[src/rtl/pacman_pkg.sv]
// Shared types and helpers for the maze scoring slice.
//   score_state_t  : scoring FSM states (PLAY -> CLEAR -> RESTART -> PLAY)
//   N_DOTS_DEFAULT : default number of dot instances
//   DIGIT_W        : bits per BCD digit
//   bcd_add_digit  : one-digit BCD add with carry in/out, returns {cout, sum}
package pacman_pkg;

  typedef enum logic [1:0] {PLAY, CLEAR, RESTART} score_state_t;

  localparam int unsigned N_DOTS_DEFAULT = 16;
  localparam int unsigned DIGIT_W        = 4;

  function automatic logic [DIGIT_W:0] bcd_add_digit(
    input logic [DIGIT_W-1:0] a,
    input logic [DIGIT_W-1:0] b,
    input logic               cin
  );
    logic [DIGIT_W:0] s;
    s = {1'b0, a} + {1'b0, b} + {{DIGIT_W{1'b0}}, cin};
    if (s > 5'd9) begin
      // Low nibble minus ten wraps to the correct decimal digit for 10..19.
      return {1'b1, s[DIGIT_W-1:0] - DIGIT_W'(10)};
    end
    return {1'b0, s[DIGIT_W-1:0]};
  endfunction

endpackage

[src/rtl/lsb_priority_enc.sv]
// Lowest-index-first priority encoder.
//   req    in  N  request vector
//   onehot out N  only the lowest set bit of req (zero if none)
//   valid  out 1  any request present
module lsb_priority_enc #(
  parameter int unsigned N = 16
) (
  input  logic [N-1:0] req,
  output logic [N-1:0] onehot,
  output logic         valid
);

  // Two's complement isolates the lowest set bit.
  always_comb begin
    onehot = req & (~req + {{(N-1){1'b0}}, 1'b1});
    valid  = |req;
  end

endmodule

[src/rtl/dot_score_tracker.sv]
// Collects sticky per-dot collide flags, credits each dot once per level,
// keeps a saturating BCD score, a remaining-dot count, the level-clear
// handshake and a frame-stable score copy for the HUD.
//   Clk, Reset     clock, synchronous active-high reset
//   frame_start    1-cycle pulse at start of vertical blank
//   dot_collide    sticky collide flag per dot instance
//   level_restart  1-cycle request from game FSM to start next level
//   dot_reset      1-cycle pulse resetting all dot instances
//   dot_event      1-cycle pulse per credited dot
//   dots_left      dots not yet credited this level
//   level_clear    high while waiting for level_restart
//   level_num      current level, starts at 1, wraps 255 -> 1
//   score_disp     BCD score, refreshed only on frame_start
module dot_score_tracker
  import pacman_pkg::*;
#(
  parameter int unsigned N_DOTS     = N_DOTS_DEFAULT,
  parameter int unsigned DOT_POINTS = 5,
  parameter int unsigned DIGITS     = 4
) (
  input  logic                      Clk,
  input  logic                      Reset,
  input  logic                      frame_start,
  input  logic [N_DOTS-1:0]         dot_collide,
  input  logic                      level_restart,
  output logic                      dot_reset,
  output logic                      dot_event,
  output logic [7:0]                dots_left,
  output logic                      level_clear,
  output logic [7:0]                level_num,
  output logic [DIGIT_W*DIGITS-1:0] score_disp
);

  score_state_t state, state_nxt;

  logic [N_DOTS-1:0] prev, pending, credited;
  logic [N_DOTS-1:0] new_rise, sel, take;
  logic              sel_valid, credit;

  logic [DIGIT_W*DIGITS-1:0] score, score_inc;
  logic [DIGIT_W:0]          dsum;
  logic                      carry;

  lsb_priority_enc #(.N(N_DOTS)) u_sel (
    .req    (pending),
    .onehot (sel),
    .valid  (sel_valid)
  );

  // Rises are only accepted while playing; credited dots never re-arm.
  always_comb begin
    new_rise = dot_collide & ~prev & ~credited & {N_DOTS{state == PLAY}};
    credit   = (state == PLAY) && sel_valid;
    take     = credit ? sel : '0;
  end

  // Digit-wise BCD add of DOT_POINTS; a carry out of the top digit saturates.
  always_comb begin
    score_inc = '0;
    carry     = 1'b0;
    dsum      = '0;
    for (int unsigned i = 0; i < DIGITS; i++) begin
      dsum = bcd_add_digit(score[i*DIGIT_W +: DIGIT_W],
                           (i == 0) ? DIGIT_W'(DOT_POINTS) : DIGIT_W'(0),
                           carry);
      score_inc[i*DIGIT_W +: DIGIT_W] = dsum[DIGIT_W-1:0];
      carry = dsum[DIGIT_W];
    end
    if (carry) begin
      score_inc = {DIGITS{4'd9}};
    end
  end

  always_comb begin
    state_nxt   = state;
    dot_reset   = 1'b0;
    level_clear = 1'b0;
    unique case (state)
      PLAY: begin
        if (credit && dots_left == 8'd1) state_nxt = CLEAR;
      end
      CLEAR: begin
        level_clear = 1'b1;
        if (level_restart) state_nxt = RESTART;
      end
      RESTART: begin
        dot_reset = 1'b1;
        state_nxt = PLAY;
      end
      default: state_nxt = PLAY;
    endcase
  end

  always_ff @(posedge Clk) begin
    if (Reset) begin
      state      <= PLAY;
      prev       <= '0;
      pending    <= '0;
      credited   <= '0;
      score      <= '0;
      score_disp <= '0;
      dots_left  <= 8'(N_DOTS);
      level_num  <= 8'd1;
      dot_event  <= 1'b0;
    end else begin
      state     <= state_nxt;
      dot_event <= credit;

      // Sampled before this edge's credit lands, so a coinciding credit
      // shows up on the following frame.
      if (frame_start) score_disp <= score;

      // Counters step when entering RESTART; masks clear when leaving it.
      if (state == RESTART) begin
        prev     <= '0;
        pending  <= '0;
        credited <= '0;
      end else begin
        prev     <= dot_collide;
        pending  <= (pending | new_rise) & ~take;
        credited <= credited | take;
      end

      if (credit) begin
        score     <= score_inc;
        dots_left <= dots_left - 8'd1;
      end

      if (state == CLEAR && level_restart) begin
        dots_left <= 8'(N_DOTS);
        level_num <= (level_num == 8'd255) ? 8'd1 : level_num + 8'd1;
      end
    end
  end

endmodule
[config.mk]
export PLATFORM = sky130hd
export DESIGN_NAME = dot_score_tracker
export DESIGN_NICKNAME = d
export VERILOG_FILES = /design/src/rtl/pacman_pkg.sv /design/src/rtl/lsb_priority_enc.sv /design/src/rtl/dot_score_tracker.sv
export SDC_FILE = /design/constraint.sdc
export NUM_CORES = 1
export LEC_CHECK = 0
export CAP_MARGIN = 20
export CORE_MARGIN = 1
export CORE_UTILIZATION = 40
export DETAILED_ROUTE_END_ITERATION = 8
export MAX_ROUTING_LAYER = met4
export PLACE_DENSITY_LB_ADDON = 0.1
export SYNTH_ARGS = -nofsm -noshare
export SYNTH_HDL_FRONTEND = slang
export SYNTH_SLANG_ARGS = --single-unit
[constraint.sdc]
create_clock -name Clk -period 13.6 [get_ports Clk]
set_input_delay 2.72 -clock Clk [delete_from_list [all_inputs] [get_ports Clk]]
set_output_delay 2.72 -clock Clk [all_outputs]
set_load 0.02 [all_outputs]
# Word-level counts from Yosys, hierarchy flattened
# Cells that the tools add are included.
# op_classes
n_addsub	11
order_cmp	4
eq_ne	6
muxes	20
bitwise	11
n_reduce_logical	8
# ops
cell	count
16-bit bitwise AND	5
16-bit NOT	4
5-bit two-way mux	8
16-bit two-way mux	2
16-bit OR	2
5-bit by 4-bit > comparator with 1-bit output (second input constant)	4
16-bit by 1-bit adder with 16-bit output (second input constant)	1
16-bit OR reduction	1
4-bit subtractor (second input constant)	4
4-bit by 1-bit adder with 5-bit output	3
8-bit by 1-bit adder with 8-bit output (second input constant)	1
8-bit by 1-bit == test with 1-bit output (second input constant)	1
8-bit == test (second input constant)	1
8-bit two-way mux	1
8-bit by 1-bit subtractor with 8-bit output (second input constant)	1
1-bit two-way mux	6
4-bit by 3-bit adder with 5-bit output (second input constant)	1
2-bit two-way mux	2
2-bit one-hot mux with 2 select lines	1
2-bit OR reduction	2
1-bit logical AND	3
2-bit by 1-bit == test with 1-bit output (second input constant)	1
2-bit == test (second input constant)	1
2-bit zero test	1
other kinds (3)	3
# totals
ff_bits	99
out_inout_bits	35
wordCells	69

# Logic depth before layout (Yosys ltp)
# logic_depth
depth_word	17
mapped_depth	27
mapped_depth_nobuf	25

# By module
# From an unflattened synthesis, not the netlist that was laid out.
# hier_totals
cells_unflattened	515
hier_area_um2	4470.5
# modules_own_cells
mod	n_inst	cells_each	area_each_um2	seq_area_each_um2
dot_score_tracker	1	487	4274.1	1981.9
lsb_priority_enc	1	28	196.4	0.0

# Worst setup path before layout
# No wires, ideal clock.
# synth_timing
path_kind	reg-to-reg
start	register score[1]
end	register score[10]
t_arrival_ns	5.115
t_required_ns	13.499
path_slack_ns	8.384
stages_incl_launch_ff	26
path_buffers	2
path_cell_list	dfxtp_1 > ha_1 > xor2_1 > ha_1 > nand2b_1 > a21oi_1 > o21ai_0 > ha_1 > ha_1 > clkbuf_1 > inv_1 > a31oi_1 > o22a_1 > ha_1 > ha_1 > clkbuf_1 > inv_1 > nand2_1 > a21oi_1 > nor2_1 > ha_1 > ha_1 > nor3b_1 > nor3_1 > nand2b_1 > o41ai_1
# synth_between
elab_chain_cells	17
elab_cells_between_ends	19
classes_between	add/sub: 5; order compare: 4; mux: 10
# synth_lines
item	line	source
start, declared	dot_score_tracker.sv:40	logic [DIGIT_W*DIGITS-1:0] score, score_inc;
start signal, assigned	dot_score_tracker.sv:125	score <= score_inc;
4-bit by 3-bit adder with 5-bit output *	pacman_pkg.sv:19	s = {1'b0, a} + {1'b0, b} + {{DIGIT_W{1'b0}}, cin};
5-bit by 4-bit > comparator with 1-bit output *	pacman_pkg.sv:20	if (s > 5'd9) begin
1-bit two-way mux *	pacman_pkg.sv:20	
5-bit two-way mux *	pacman_pkg.sv:24	return {1'b0, s[DIGIT_W-1:0]};
4-bit by 1-bit adder with 5-bit output *	pacman_pkg.sv:19	
5-bit by 4-bit > comparator with 1-bit output *	pacman_pkg.sv:20	
1-bit two-way mux *	pacman_pkg.sv:20	
5-bit two-way mux *	pacman_pkg.sv:24	
4-bit by 1-bit adder with 5-bit output *	pacman_pkg.sv:19	
5-bit by 4-bit > comparator with 1-bit output	pacman_pkg.sv:20	
1-bit two-way mux	pacman_pkg.sv:20	
5-bit two-way mux *	pacman_pkg.sv:24	
4-bit by 1-bit adder with 5-bit output	pacman_pkg.sv:19	
5-bit by 4-bit > comparator with 1-bit output	pacman_pkg.sv:20	
1-bit two-way mux	pacman_pkg.sv:20	
5-bit two-way mux	pacman_pkg.sv:24	
16-bit two-way mux *	dot_score_tracker.sv:69	if (carry) begin
# Mark *: on every way between the ends. The rest lies on a longest branch, timed or not. The select of a mux whose other input is x is not followed.
# A chain may end at the register's enable or synchronous reset.

# Final worst setup path
# Same ends and word-level chain as after synthesis.

==> impl_metrics.csv <==
group,metric,value,unit
outcome,outcome,"complete, no violations",
critical_path,crit_required,13.86,ns
critical_path,cp.arrival,6.13,ns
pwr,power_density,142,nW/um2
sta,finalSetupViolations,0,
route,remaining_drc_errors,0,
yosys,synth-edff-count,0,
floorplanning,die_area,11600,um2
route,dr.first_iter.drc_count,197,
grt,grt_remaining_overflow,0,
critical_path,rr_worst_depth,23,
grt,grt_pass1_vias,3453,
yosys,syn_nets,545,
route,dr_total_vias,3703,
sta,slew_headroom,29.0,%
route,firstDrtPassIters,4,
yosys,ys_ff_latch,99,
route,wl_per_cell,13.9,um
floorplanning,coreArea,10900,um2
clocking,path_clk_slew,0.10,ns
pwr,p_total,747,uW
pwr,p_leak,2.03,nW
clocking,cts_inserted_buffers,9,
sta,drv_slew,0,
sta,fin_setup_tns,0,ns
sta,worst_pin_slew,1.06,ns
floorplanning,die_w,108,um
route,wirelength,9.63,mm
layout,nFillCells,1057,
sta,final_hold_viol_count,0,
clocking,clock_sinks,99,
critical_path,cp-start-kind,"flop",
yosys,netlist_instances,510,
yosys,ys.flop_type,"dfxtp_1",
layout,final_cell_mix,"dfxtp_1 (99), nor2_1 (85), clkdlybuf4s50_1 (54)",
grt,grt_pass1_wl,16.4,mm
sta,max_freq,171,MHz
floorplanning,io_pins,55,
critical_path,crit_type,"reg2reg",
critical_path,cp-end-kind,"flop",
layout,final_nets,585,
layout,area_delta_synth_final,17.7,%
clocking,worstSkewPairLatency,0.37,ns
sta,finalCritPeriodShare,43.1,%
route,ant_nets,0,
placed_design,post-dp-hpwl,6.42,mm
worst_hold_path,holdPathStages,1,
layout,stdcell_area,5270,um2
grt,grt_usage,18.3,%
clocking,htree_num_levels,3,
yosys,ys_seq_area_share,44.2,%
route,via_per_inst,5.33,
clocking,post_cts.repair.setup_buffers,0,
clocking,cts_resized,0,
clocking,cts_tree,"done",
grt,antenna_found_initial,0,
floorplanning,start_util,41.1,%
layout,final_common_cell,"dfxtp_1",
floorplanning,die_height,108,um
placed_design,port_buffers,54,
sta,period_minus_slack,5.87,ns
sta,whs,0.474,ns
clocking,cts_hold_buf,0,
sta,rsz0062_at_grt,"false",
clocking,clockBufferDepth,2,
layout,diodes,0,
layout,drive_gt1_share,5.23,%
clocking,root_buffer,"clkbuf_8",
grt,grt_start_max_net_pins,41,
yosys,synth_cell_types,55,
placed_design,place_congestion,0.794,
yosys,async_reset_ff_share,0,%
yosys,yosysWarnings,0,
floorplanning,placementRows,38,
yosys,syn_area,4480,um2
yosys,synth_area_per_cell,8.78,um2
critical_path,crit_fanout,9,
worst_hold_path,worst_hold_path_type,"reg2reg",
pwr,ir_drop,53.6,uV
placed_design,placed_area,5090,um2
sta,finalClockSkew,0.0108,ns
job,maxCapViolations,0,
==> cell type report <==
cell class                 count  area [um2]  area share, %
clock buffer                   9         124           2.35
timing repair buffer          57         563           10.7
inverter                      12        45.0          0.855
multi-input combinational    371        2320           44.1
tap                          140         175           3.32
sequential                    99        1980           37.6
clock inverter                 7        58.8           1.12
==> cell families after synthesis <==
kind of cell | after synthesis | synth area share [%]
AO/OA/AOI/OAI | 109 | 16.4
multiplexers | 18 | 4.02
AND/OR/NAND/NOR | 211 | 23.7
XOR/XNOR | 18 | 3.52
adder cells (fa/ha/maj) | 15 | 4.19
flip-flops | 99 | 44.2
buffers and inverters | 40 | 3.91
==> stage by stage <==
| step | utilization [%] | setup WS, ns | std cells |
|---|---|---|---|
| 2_1_floorplan | - | 8.38 | 510 |
| 5_1_grt | 48.4 | 7.24 | 695 |
| 6_report | 48.4 | 7.73 | 695 |
| 3_3_place_gp | 46.7 | 8.11 | 679 |
| 3_5_place_dp | 46.7 | 7.87 | 679 |
| 4_1_cts | 48.4 | 7.82 | 695 |
==> synth_stat cells, drive strengths merged (12+ instances only) <==
cell type  number  area [um2]
clkbuf         17        63.8
dfxtp          99        1980
ha             15         188
mux2i          18         180
and2           19         119
nor3           12        60.1
nor4b          13         114
nand3          17        85.1
nand2          27         101
nor2           85         319
o21ai          22         110
xor2           12         105
a31oi          13        81.3
a21oi          27         135
==> layer usage <==
metal	track usage (%)	routed length [um]	up-vias
met5	-	0	-
met3	4.48	364	10
met4	5.48	96	0
li1	-	-	1891
met1	22.8	4620	1731
met2	29.3	4550	71
==> worst max-delay path: stages, from the launching register on <==
cell and delay, ns:
dfxtp_1 0.45, ha_1 0.33, xor2_1 0.26, ha_1 0.32, nand2b_1 0.08, a21oi_1 0.20, o21ai_0 0.17, ha_1 0.25
ha_1 0.38, inv_1 0.12, a31oi_1 0.08, o22a_1 0.22, ha_1 0.23, ha_1 0.39, inv_1 0.15, nand2_1 0.07
a21oi_1 0.15, nor2_1 0.07, ha_1 0.22, ha_1 0.24, nor3b_1 0.58, nor3_1 0.27, nand2b_1 0.22, o41ai_1 0.30
==> sequential cells by signal (all words and copies together) (netlist names) <==
signal and count:
credited 16, dot_event 1, dots_left 8, level_num 8, pending 16, prev 16
score 16, score_disp 16, state 2
==> worst paths after layout <==
| path | startpoint | to | slack, ns |
|---|---|---|---|
| worst max-delay path | score[1] | score[10] | 7.73 |
| worst min-delay path | credited[15] | credited[15] | 0.47 |
| worst max register to register | score[1] | score[10] | 7.73 |
| worst min register to register | credited[15] | credited[15] | 0.47 |
==> where the power goes <==
group | switching, mW | internal [mW] | total [mW]
Combinational | 0.113 | 0.0954 | 0.209
Sequential | 0.0354 | 0.322 | 0.358
Clock | 0.111 | 0.0698 | 0.181
(Power assumes the default switching activity.)
